--- src/rtl/vote_session_ctrl.sv ---
// Ballot-session controller: qualifies candidate buttons and hands one vote per ballot to the counter bank.
// Optional build macro AUTO_ARM_EN: when defined, IDLE re-arms automatically and the arm port is ignored.
module vote_session_ctrl #(
    parameter int HOLD_CYCLES = 10,
    parameter int LOCK_CYCLES = 50,
    parameter int CNT_W       = 8
) (
    input  logic             clock,
    input  logic             reset,
    input  logic             mode,
    input  logic             arm,
    input  logic             button1,
    input  logic             button2,
    input  logic             button3,
    input  logic             button4,
    input  logic             vote_ready,
    output logic             vote_valid,
    output logic [1:0]       vote_sel,
    output logic             armed,
    output logic             reject,
    output logic [CNT_W-1:0] ballots_cast
);

    localparam int HOLD_W = $clog2(HOLD_CYCLES + 1);
    localparam int LOCK_W = (LOCK_CYCLES > 1) ? $clog2(LOCK_CYCLES) : 1;

    typedef enum logic [2:0] {
        IDLE,
        ARMED,
        QUALIFY,
        ISSUE,
        RELEASE,
        COOLDOWN
    } state_t;

    state_t             state_q, state_d;
    logic [5:0]         meta_q, meta_d;
    logic [5:0]         sync_q, sync_d;
    logic [1:0]         sel_q, sel_d;
    logic [HOLD_W-1:0]  hold_q, hold_d;
    logic [LOCK_W-1:0]  lock_q, lock_d;
    logic [CNT_W-1:0]   ballots_q, ballots_d;
    logic               reject_q, reject_d;

    logic               mode_s;
    logic               arm_s;
    logic [3:0]         btn_s;
    logic               btn_multi;
    logic               btn_single;
    logic [1:0]         btn_idx;
    logic [3:0]         sel_mask;
    logic               latched_hi;
    logic               others_hi;

    // Bit order {button4..button1, arm, mode}; every control decision uses the second stage.
    always_comb begin
        meta_d = {button4, button3, button2, button1, arm, mode};
        sync_d = meta_q;
    end

    assign mode_s = sync_q[0];
    assign arm_s  = sync_q[1];
    assign btn_s  = sync_q[5:2];

    assign btn_multi  = (btn_s & (btn_s - 4'd1)) != 4'd0;
    assign btn_single = (btn_s != 4'd0) && !btn_multi;
    assign sel_mask   = 4'b0001 << sel_q;
    assign latched_hi = (btn_s & sel_mask) != 4'd0;
    assign others_hi  = (btn_s & ~sel_mask) != 4'd0;

    always_comb begin
        btn_idx = 2'd0;
        case (btn_s)
            4'b0010: btn_idx = 2'd1;
            4'b0100: btn_idx = 2'd2;
            4'b1000: btn_idx = 2'd3;
            default: btn_idx = 2'd0;
        endcase
    end

    always_comb begin
        state_d   = state_q;
        sel_d     = sel_q;
        hold_d    = hold_q;
        lock_d    = lock_q;
        ballots_d = ballots_q;
        reject_d  = 1'b0;

        case (state_q)
            IDLE: begin
`ifdef AUTO_ARM_EN
                if (!mode_s) begin
                    state_d = ARMED;
                end
`else
                if (arm_s && !mode_s) begin
                    state_d = ARMED;
                end
`endif
            end

            ARMED: begin
                if (mode_s) begin
                    state_d = IDLE;
                end else if (btn_multi) begin
                    reject_d = 1'b1;
                    state_d  = RELEASE;
                end else if (btn_single) begin
                    sel_d   = btn_idx;
                    hold_d  = HOLD_W'(1);
                    // A single-cycle hold requirement is already met on first sight.
                    state_d = (HOLD_CYCLES == 1) ? ISSUE : QUALIFY;
                end
            end

            QUALIFY: begin
                if (mode_s) begin
                    state_d = IDLE;
                    hold_d  = '0;
                end else if (others_hi) begin
                    reject_d = 1'b1;
                    hold_d   = '0;
                    state_d  = RELEASE;
                end else if (latched_hi) begin
                    if (hold_q == HOLD_W'(HOLD_CYCLES - 1)) begin
                        hold_d  = '0;
                        state_d = ISSUE;
                    end else begin
                        hold_d = hold_q + HOLD_W'(1);
                    end
                end else begin
                    hold_d  = '0;
                    state_d = ARMED;
                end
            end

            ISSUE: begin
                if (vote_ready) begin
                    if (ballots_q != {CNT_W{1'b1}}) begin
                        ballots_d = ballots_q + CNT_W'(1);
                    end
                    state_d = RELEASE;
                end
            end

            RELEASE: begin
                if (btn_s == 4'd0) begin
                    lock_d  = '0;
                    state_d = COOLDOWN;
                end
            end

            COOLDOWN: begin
                if (mode_s) begin
                    state_d = IDLE;
                end else if (lock_q == LOCK_W'(LOCK_CYCLES - 1)) begin
                    state_d = IDLE;
                end else begin
                    lock_d = lock_q + LOCK_W'(1);
                end
            end

            default: begin
                state_d = IDLE;
            end
        endcase
    end

    always_ff @(posedge clock or negedge reset) begin
        if (!reset) begin
            state_q   <= IDLE;
            meta_q    <= '0;
            sync_q    <= '0;
            sel_q     <= '0;
            hold_q    <= '0;
            lock_q    <= '0;
            ballots_q <= '0;
            reject_q  <= 1'b0;
        end else begin
            state_q   <= state_d;
            meta_q    <= meta_d;
            sync_q    <= sync_d;
            sel_q     <= sel_d;
            hold_q    <= hold_d;
            lock_q    <= lock_d;
            ballots_q <= ballots_d;
            reject_q  <= reject_d;
        end
    end

    assign vote_valid   = (state_q == ISSUE);
    assign vote_sel     = sel_q;
    assign armed        = (state_q == ARMED) || (state_q == QUALIFY);
    assign reject       = reject_q;
    assign ballots_cast = ballots_q;

endmodule
--- config.mk ---
export PLATFORM = sky130hd
export DESIGN_NAME = vote_session_ctrl
export DESIGN_NICKNAME = d
export VERILOG_FILES = /design/src/rtl/vote_session_ctrl.sv
export SDC_FILE = /design/constraint.sdc
export NUM_CORES = 1
export LEC_CHECK = 0
export ABC_CLOCK_PERIOD_IN_PS = 2300
export BUFFER_PORTS_ARGS = -buffer_cell sky130_fd_sc_hd__clkbuf_2
export CORE_MARGIN = 2
export CORE_UTILIZATION = 40
export DETAILED_ROUTE_END_ITERATION = 10
export SLEW_MARGIN = 20
export SYNTH_ARGS = -nofsm -noshare
export SYNTH_HDL_FRONTEND = slang
export SYNTH_SLANG_ARGS = --single-unit
--- constraint.sdc ---
create_clock -name clock -period 2.3 [get_ports clock]
set_input_delay 0.23 -clock clock [delete_from_list [all_inputs] [get_ports clock]]
set_output_delay 0.23 -clock clock [all_outputs]
set_load 0.005 [all_outputs]
==> out/summary.txt, run 1 <==
status: finished, final reports clean
Worst-Skew Late Latency: 0.29 ns
number of I/O pins: 22
Area Growth Syn to Fin: 10.45%
post-CTS sizing: 0
Seq/Total Area, Yosys: 48.23%
crit path kind: flop to flop
Max Cap Viol: 0
Detailed Place HPWL: 2.584 mm
Final setup violation count: 0
Max FO, Critical Path: 10
M2 GR Usage: 23.65%
Yosys cell types: 48
NumNets Final: 204
Cells after Synth: 169
Slew @ Worst Pin: 0.8829 ns
Starting Density: 42.32%
die extent in x: 72.34 µm
Mapped Area: 1868 µm²
Clock Path Buffers: 2
asr flop ratio synth: 100.0%
initial antenna violation count: 0
wire per inst: 14.58 µm
Final Util: 46.74%
Startpoint Class: flop
filler instances: 405
TritonCTS buffer count: 5
CP endpoint kind: flop
Worst Path Required: 2.48 ns
grt total ovfl: 0
Core Area: 4414 µm²
die area: 5233 µm²
Routed Antenna Nets: 0
pin count of the biggest net entering global routing: 37
clk_skew: 0.01032 ns
commonest cells after routing, fill and taps aside: dfrtp_1, clkbuf_2, nand2_1, nor2_1
Hold Violations, Final: 0
antenna cells: 0
# DRC: 0
Hold-fix buffers, CTS: 0
routed vias: 1,381
vias in the first global route: 1,321
initial detailed-routing violation count: 82
Yosys reg bits: 36
Setup TNS Final: 0 ns
GR Util met3: 3.333%
RSZ-0062 raised after global routing: no
Primary FF master, synth: dfrtp_1
Rows: 24
top cells by area, synth: dfrtp_1, nand2_1, xor2_1, ha_1, buf_6
Via density: 5.683
worst hold path type: input port to asynchronous set/reset pin
Yosys Warn Count: 0
slew margin rel.: 41.14%
GRT Total Usage: 14.31%
Mean Syn Cell Area: 11.05 µm²
clk root buf: clkbuf_8
Post-CTS Setup Repair Bufs: 0
GP Congestion: 0.8212
Post-synth EDFFs: 0
IO Port Bufs: 21
CTS tree: built
layout cells sized above 1: 24.08%
Post-Route WL: 3.542 mm
H-Tree Depth: 2
register area: 900.9 µm²
global-route wire length before repair: 5.851 mm
Sink Count: 36
Die Y: 72.34 µm
met1 Usage GRT: 18.48%
Lkg Pwr: 0.9560 nW
CP Data Arrival Time: 2.02 ns
DR pass1 iterations: 4
most used routing layer: met2
min cycle time layout: 1.845 ns
dominant cell type by area after synthesis: dfrtp_1
multi-input logic area: 884.6 µm²
Final Cycle Share: 80.22%
post-synth top area share: 48.23%
syn nets: 183
commonest non-fill, non-tap cell in the layout: dfrtp_1
peak supply drop: 0.0005277 V
Reg clk slew, reported paths: 0.08 ns
Power Density: 945.8 nW/µm²
Fmax: 0.5420 GHz
Final Max Slew Viols: 0
[registers in the layout (all words and copies together) (netlist names)]
register and cells:
meta_q 6, ballots_cast 8, lock_q 6, state_q 3, vote_sel 2, sync_q 6, reject 1, hold_q 4
[through the flow]
stage               setup slack (ns)  cell area [µm²]  instances  power [mW]  hold WS, ns
floorplan                     0.6652             1868        169       1.372     -0.06559
global placement              0.5193             1971        235       1.479       0.3341
detailed placement            0.4599             1971        235       1.506       0.3347
CTS                           0.4533             2063        243       1.966      0.04113
global route                  0.3260             2063        243       2.085      0.03203
finish                        0.4549             2063        243       1.951      0.03996
[worst paths after layout]
| kind | cells past startpoint | end | startpoint | slack (ns) |
|---|---|---|---|---|
| setup / recovery | 6 | hold_q[3]$_DFFE_PN0P_ | sync_q[4]$_DFF_PN0_ | 0.45 |
| hold reg to reg | 0 | sync_q[3]$_DFF_PN0_ | meta_q[3]$_DFF_PN0_ | 0.35 |
| min in group clock | 1 | meta_q[2]$_DFF_PN0_ | button1 | 0.05 |
| setup reg to reg | 6 | hold_q[3]$_DFFE_PN0P_ | sync_q[4]$_DFF_PN0_ | 0.45 |
| max in group asynchronous | 1 | lock_q[4]$_DFFE_PN0P_ | reset | 1.69 |
| hold / removal | 1 | hold_q[0]$_DFFE_PN0P_ | reset | 0.04 |
[worst max-delay path, stage by stage (launching register included)]
cell and delay [ns]:
dfrtp_1 0.54, nor2_1 0.13, and4bb_2 0.26, nor3_4 0.27
nand4b_4 0.25, o21ai_1 0.09, a21o_1 0.19
[final cells by class]
cell class	count	area share (%)
clock buffer	5	3.335
clock inverter	3	1.152
sequential	36	43.66
multi-input combinational	122	42.87
inverter	4	0.7277
timing repair buffer	21	5.094
tap	52	3.153
[Yosys cell counts, types with 2 or more instances]
library cell,count
a21oi_1,8
nand2_1,20
a31oi_1,2
nor4_1,4
o21ai_1,3
xnor2_1,4
buf_6,5
inv_1,3
and3_1,5
ha_1,5
nand2b_1,2
a211oi_1,2
xor2_1,8
nor3b_1,2
nor3_4,2
a21o_1,2
mux2i_1,4
nand3_1,4
nor3_1,4
nor2_1,12
nor3b_2,2
dfrtp_1,36
nand4_1,5
[power by group]
group,switching (mW),internal (mW),leakage [nW]
registers,0.183,0.741,0.459
clock network,0.243,0.214,0.0404
logic,0.302,0.268,0.457
total,0.728,1.22,0.956
[cells by family after synthesis]
group | share of synthesized area (%)
AOI/OAI and AO/OA | 11.12
xor gates and xnor gates | 5.626
adders and majority gates | 3.349
buffers and inverters | 4.420
DFF | 48.22
muxes | 3.952
and+or+nand+nor | 23.31
[routing by layer]
layer | part of all wire (%) | vias up | routed length, µm
met5 | 0 | - | 0
met4 | 0.62 | 0 | 22
met3 | 5.4 | 4 | 191
met2 | 49 | 41 | 1722
met1 | 45 | 687 | 1605
li1 | - | 649 | -
(Power assumes the default switching activity.)
==> run 2: changes to the inputs <==
Settings changed: ABC_AREA from default to 1, ABC_CLOCK_PERIOD_IN_PS 2300 to 1700.
Clock period 2.3 ns to 1.7 ns, I/O delays scaled along.
==> run 2 against run 1 <==
Effect of this change: sequential cell count stayed put; die area increased by 0.57%; critical path type is now flop to primary output; synthesized area is 0.60% higher; clock skew fell by 0.0021 ns; largest power group unchanged.
==> out/summary.txt, run 2 <==
GP Congestion: 0.8901 (was 0.8212)
commonest cells after routing, fill and taps aside: nand2_1, dfrtp_1, nor2_1, inv_1, clkbuf_2 (was dfrtp_1, clkbuf_2, nand2_1, nor2_1)
crit path kind: flop to primary output (was flop to flop)
die area: 5263 µm² (was 5233 µm²)
min cycle time layout: 1.618 ns
Yosys cell types: 24 (was 48)
Yosys Warn Count: 0 (unchanged)
Setup TNS Final: 0 ns (unchanged)
initial detailed-routing violation count: 79 (was 82)
Mapped Area: 1879 µm² (was 1868 µm²)
CP peak stage delay: 0.50 ns (was 0.54 ns)
CP Data Arrival Time: 1.45 ns (was 2.02 ns)
clk root buf: clkbuf_8 (unchanged)
Hold Path Depth: 3
global-route wire length before repair: 6.334 mm (was 5.851 mm)
# DRC: 0 (unchanged)
Slowest-stage cell, CP: dfrtp_1 (unchanged)
Max FO, Critical Path: 7 (was 10)
top-count cell post-synth: nand2_1 (was dfrtp_1)
critical path's top delay family: simple AND/OR/NAND/NOR gates (unchanged)
post-route cell area: 2283 µm² (was 2063 µm²)
RSZ-0062 raised after global routing: no (unchanged)
Detailed Place HPWL: 2.558 mm (was 2.584 mm)
layout cells sized above 1: 19.93% (was 24.08%)
die extent in x: 72.55 µm (was 72.34 µm)
slew margin rel.: 64.33% (was 41.14%)
Cell Area, Placed: 2077 µm² (was 1971 µm²)
Power Density: 1218 nW/µm² (was 945.8 nW/µm²)
Worst-Skew Late Latency: 0.29 ns (about the same)
CTS tree: built (unchanged)
syn nets: 246 (was 183)
CP endpoint kind: primary output (was flop)
filler instances: 436 (was 405)
Hold Violations, Final: 0 (unchanged)
Primary FF master, synth: dfrtp_1 (unchanged)
Startpoint Class: flop (unchanged)
multi-input logic area: 874.6 µm² (was 884.6 µm²)
routed vias: 1,565 (was 1,381)
Via density: 4.845 (was 5.683)
Final Cycle Share: 95.15%
Fmax: 0.6182 GHz
Rows: 24 (unchanged)
status: finished, final reports clean (unchanged)
dominant cell type by area after synthesis: dfrtp_1 (unchanged)
antenna cells: 0 (unchanged)
worst path buffer plus inverter count: 1 (was 0)
peak supply drop: 0.0006666 V (was 0.0005277 V)
Max Cap Viol: 0 (unchanged)
asr flop ratio synth: 100.0% (unchanged)
max FFs per register: 8 (unchanged)
Final setup violation count: 0 (unchanged)
Cells after Synth: 232 (was 169)
Sink Count: 36 (unchanged)
commonest non-fill, non-tap cell in the layout: nand2_1 (was dfrtp_1)
CP Depth: 3 (was 6)
Worst Reg2Reg Path Length in Cells: 7 (was 6)
H-Tree Depth: 2 (unchanged)
Die Y: 72.55 µm (was 72.34 µm)
NumNets Final: 284 (was 204)
wire per inst: 11.07 µm (was 14.58 µm)
Mean Syn Cell Area: 8.100 µm² (was 11.05 µm²)
Starting Density: 42.29% (was 42.32%)
Post-Route WL: 3.575 mm (was 3.542 mm)
Area Growth Syn to Fin: 21.50% (was 10.45%)
Worst Path Required: 1.53 ns (was 2.48 ns)
IO Port Bufs: 21 (unchanged)
Yosys reg bits: 36 (unchanged)
Final Max Slew Viols: 0 (unchanged)
post-synth top area share: 47.94% (was 48.23%)
Seq/Total Area, Yosys: 47.94% (was 48.23%)
Post-synth EDFFs: 0 (unchanged)
initial antenna violation count: 0 (unchanged)
vias in the first global route: 1,485 (was 1,321)
crit-path cells: nor3_4, or2_2, clkbuf_2 (was nor2_1, and4bb_2, nor3_4, nand4b_4, o21ai_1, a21o_1)
TritonCTS buffer count: 5 (unchanged)
Slew @ Worst Pin: 0.5351 ns (was 0.8829 ns)
grt total ovfl: 0 (unchanged)
GRT Total Usage: 15.81% (was 14.31%)
Reg clk slew, reported paths: 0.07 ns (was 0.08 ns)
pin count of the biggest net entering global routing: 20 (was 37)
clk_skew: 0.008180 ns (was 0.01032 ns)
number of I/O pins: 22 (unchanged)
worst hold path type: input port to flop (was input port to asynchronous set/reset pin)
synth cell count leaders: nand2_1, dfrtp_1, nor2_1 (was dfrtp_1, nand2_1, nor2_1)
Routed Antenna Nets: 0 (unchanged)
Core Area: 4444 µm² (was 4414 µm²)
register area: 902.1 µm² (was 900.9 µm²)
Lkg Pwr: 1.157 nW (was 0.9560 nW)
DR pass1 iterations: 4 (unchanged)
top cells by area, synth: dfrtp_1, nand2_1, nor2_1, nand3_1, inv_1 (was dfrtp_1, nand2_1, xor2_1, ha_1, buf_6)
Clock Path Buffers: 2 (unchanged)
## run 2: cell types whose count changed in the layout (fill, tap and decap cells not counted), moves of 5 or more
| cell | delta |
|---|---|
| inv_1 | +23 |
| dlygate4sd3_1 | +7 |
| o21ai_0 | +10 |
| nor2_1 | +15 |
| nand2_1 | +33 |
| nand3_1 | +16 |
| nor2_2 | +5 |
## run 2: layer usage
metal	routed length (µm)	vias to the layer above	track usage [%]
met3	227	5	4.167
met4	72	0	8.436
met5	0	-	0
met1	1747	693	20.70
met2	1527	42	23.94
li1	-	825	-
## run 2: path summary, 6_finish.rpt
check,start,endpoint,slack [ns]
max reg2reg,ballots_cast[1]$_DFFE_PN0P_,ballots_cast[6]$_DFFE_PN0P_,0.17
max in group asynchronous,reset,ballots_cast[2]$_DFFE_PN0P_,0.84
min in group asynchronous,reset,hold_q[3]$_DFFE_PN0P_,0.38
min reg2reg,meta_q[0]$_DFF_PN0_,sync_q[0]$_DFF_PN0_,0.35
max,state_q[2]$_DFFE_PN0P_,armed,0.08
min,vote_ready,ballots_cast[3]$_DFFE_PN0P_,0.22
## run 2: worst min-delay path, cell delays in order
cell and delay, ns:
clkbuf_2 0.13, nand4_1 0.12, xnor2_1 0.06
## run 2: final cells by class
| class | instances | share of cell area, % |
|---|---|---|
| inverter | 31 | 5.096 |
| clock inverter | 3 | 2.027 |
| timing repair buffer | 31 | 9.205 |
| tap | 52 | 2.849 |
| clock buffer | 5 | 3.014 |
| sequential | 36 | 39.51 |
| multi-input combinational | 165 | 38.30 |
## run 2: cell families after synthesis
logic type      count (synthesis)  share of synthesized area (%)
compound gates                 21                          5.793
flops                          36                          47.94
simple gates                  130                          32.56
xor+xnor                        9                          4.195
fa+ha+maj                       5                          3.329
buf+inv                        31                          6.192
## run 2: metrics by stage
step | setup WS [ns] | hold slack (ns) | cells | util (%) | total power, mW
6_report | 0.08240 | 0.2242 | 323 | 51.38 | 2.782
5_1_grt | 0.006967 | 0.2173 | 323 | 51.38 | 3.017
4_1_cts | 0.07335 | 0.1876 | 322 | 50.90 | 2.817
3_5_place_dp | 0.1867 | 0.1758 | 307 | 46.73 | 2.006
3_3_place_gp | 0.1907 | 0.1710 | 307 | 46.73 | 2.002
2_1_floorplan | 0.3349 | -0.1256 | 232 | - | 1.733
## run 2: power breakdown
group | total, mW | switching (mW) | leakage, nW | internal [mW]
logic | 0.815 | 0.481 | 0.644 | 0.334
clock network | 0.783 | 0.341 | 0.0548 | 0.442
registers | 1.18 | 0.194 | 0.458 | 0.990
total | 2.78 | 1.02 | 1.16 | 1.77
## run 2: what timing repair did
action,CTS,global route
resized for setup,0,4
hold buffers,7,0
endpoints found under the hold margin,23,0
endpoints found under the setup margin,0,3
buffers inserted,0,1
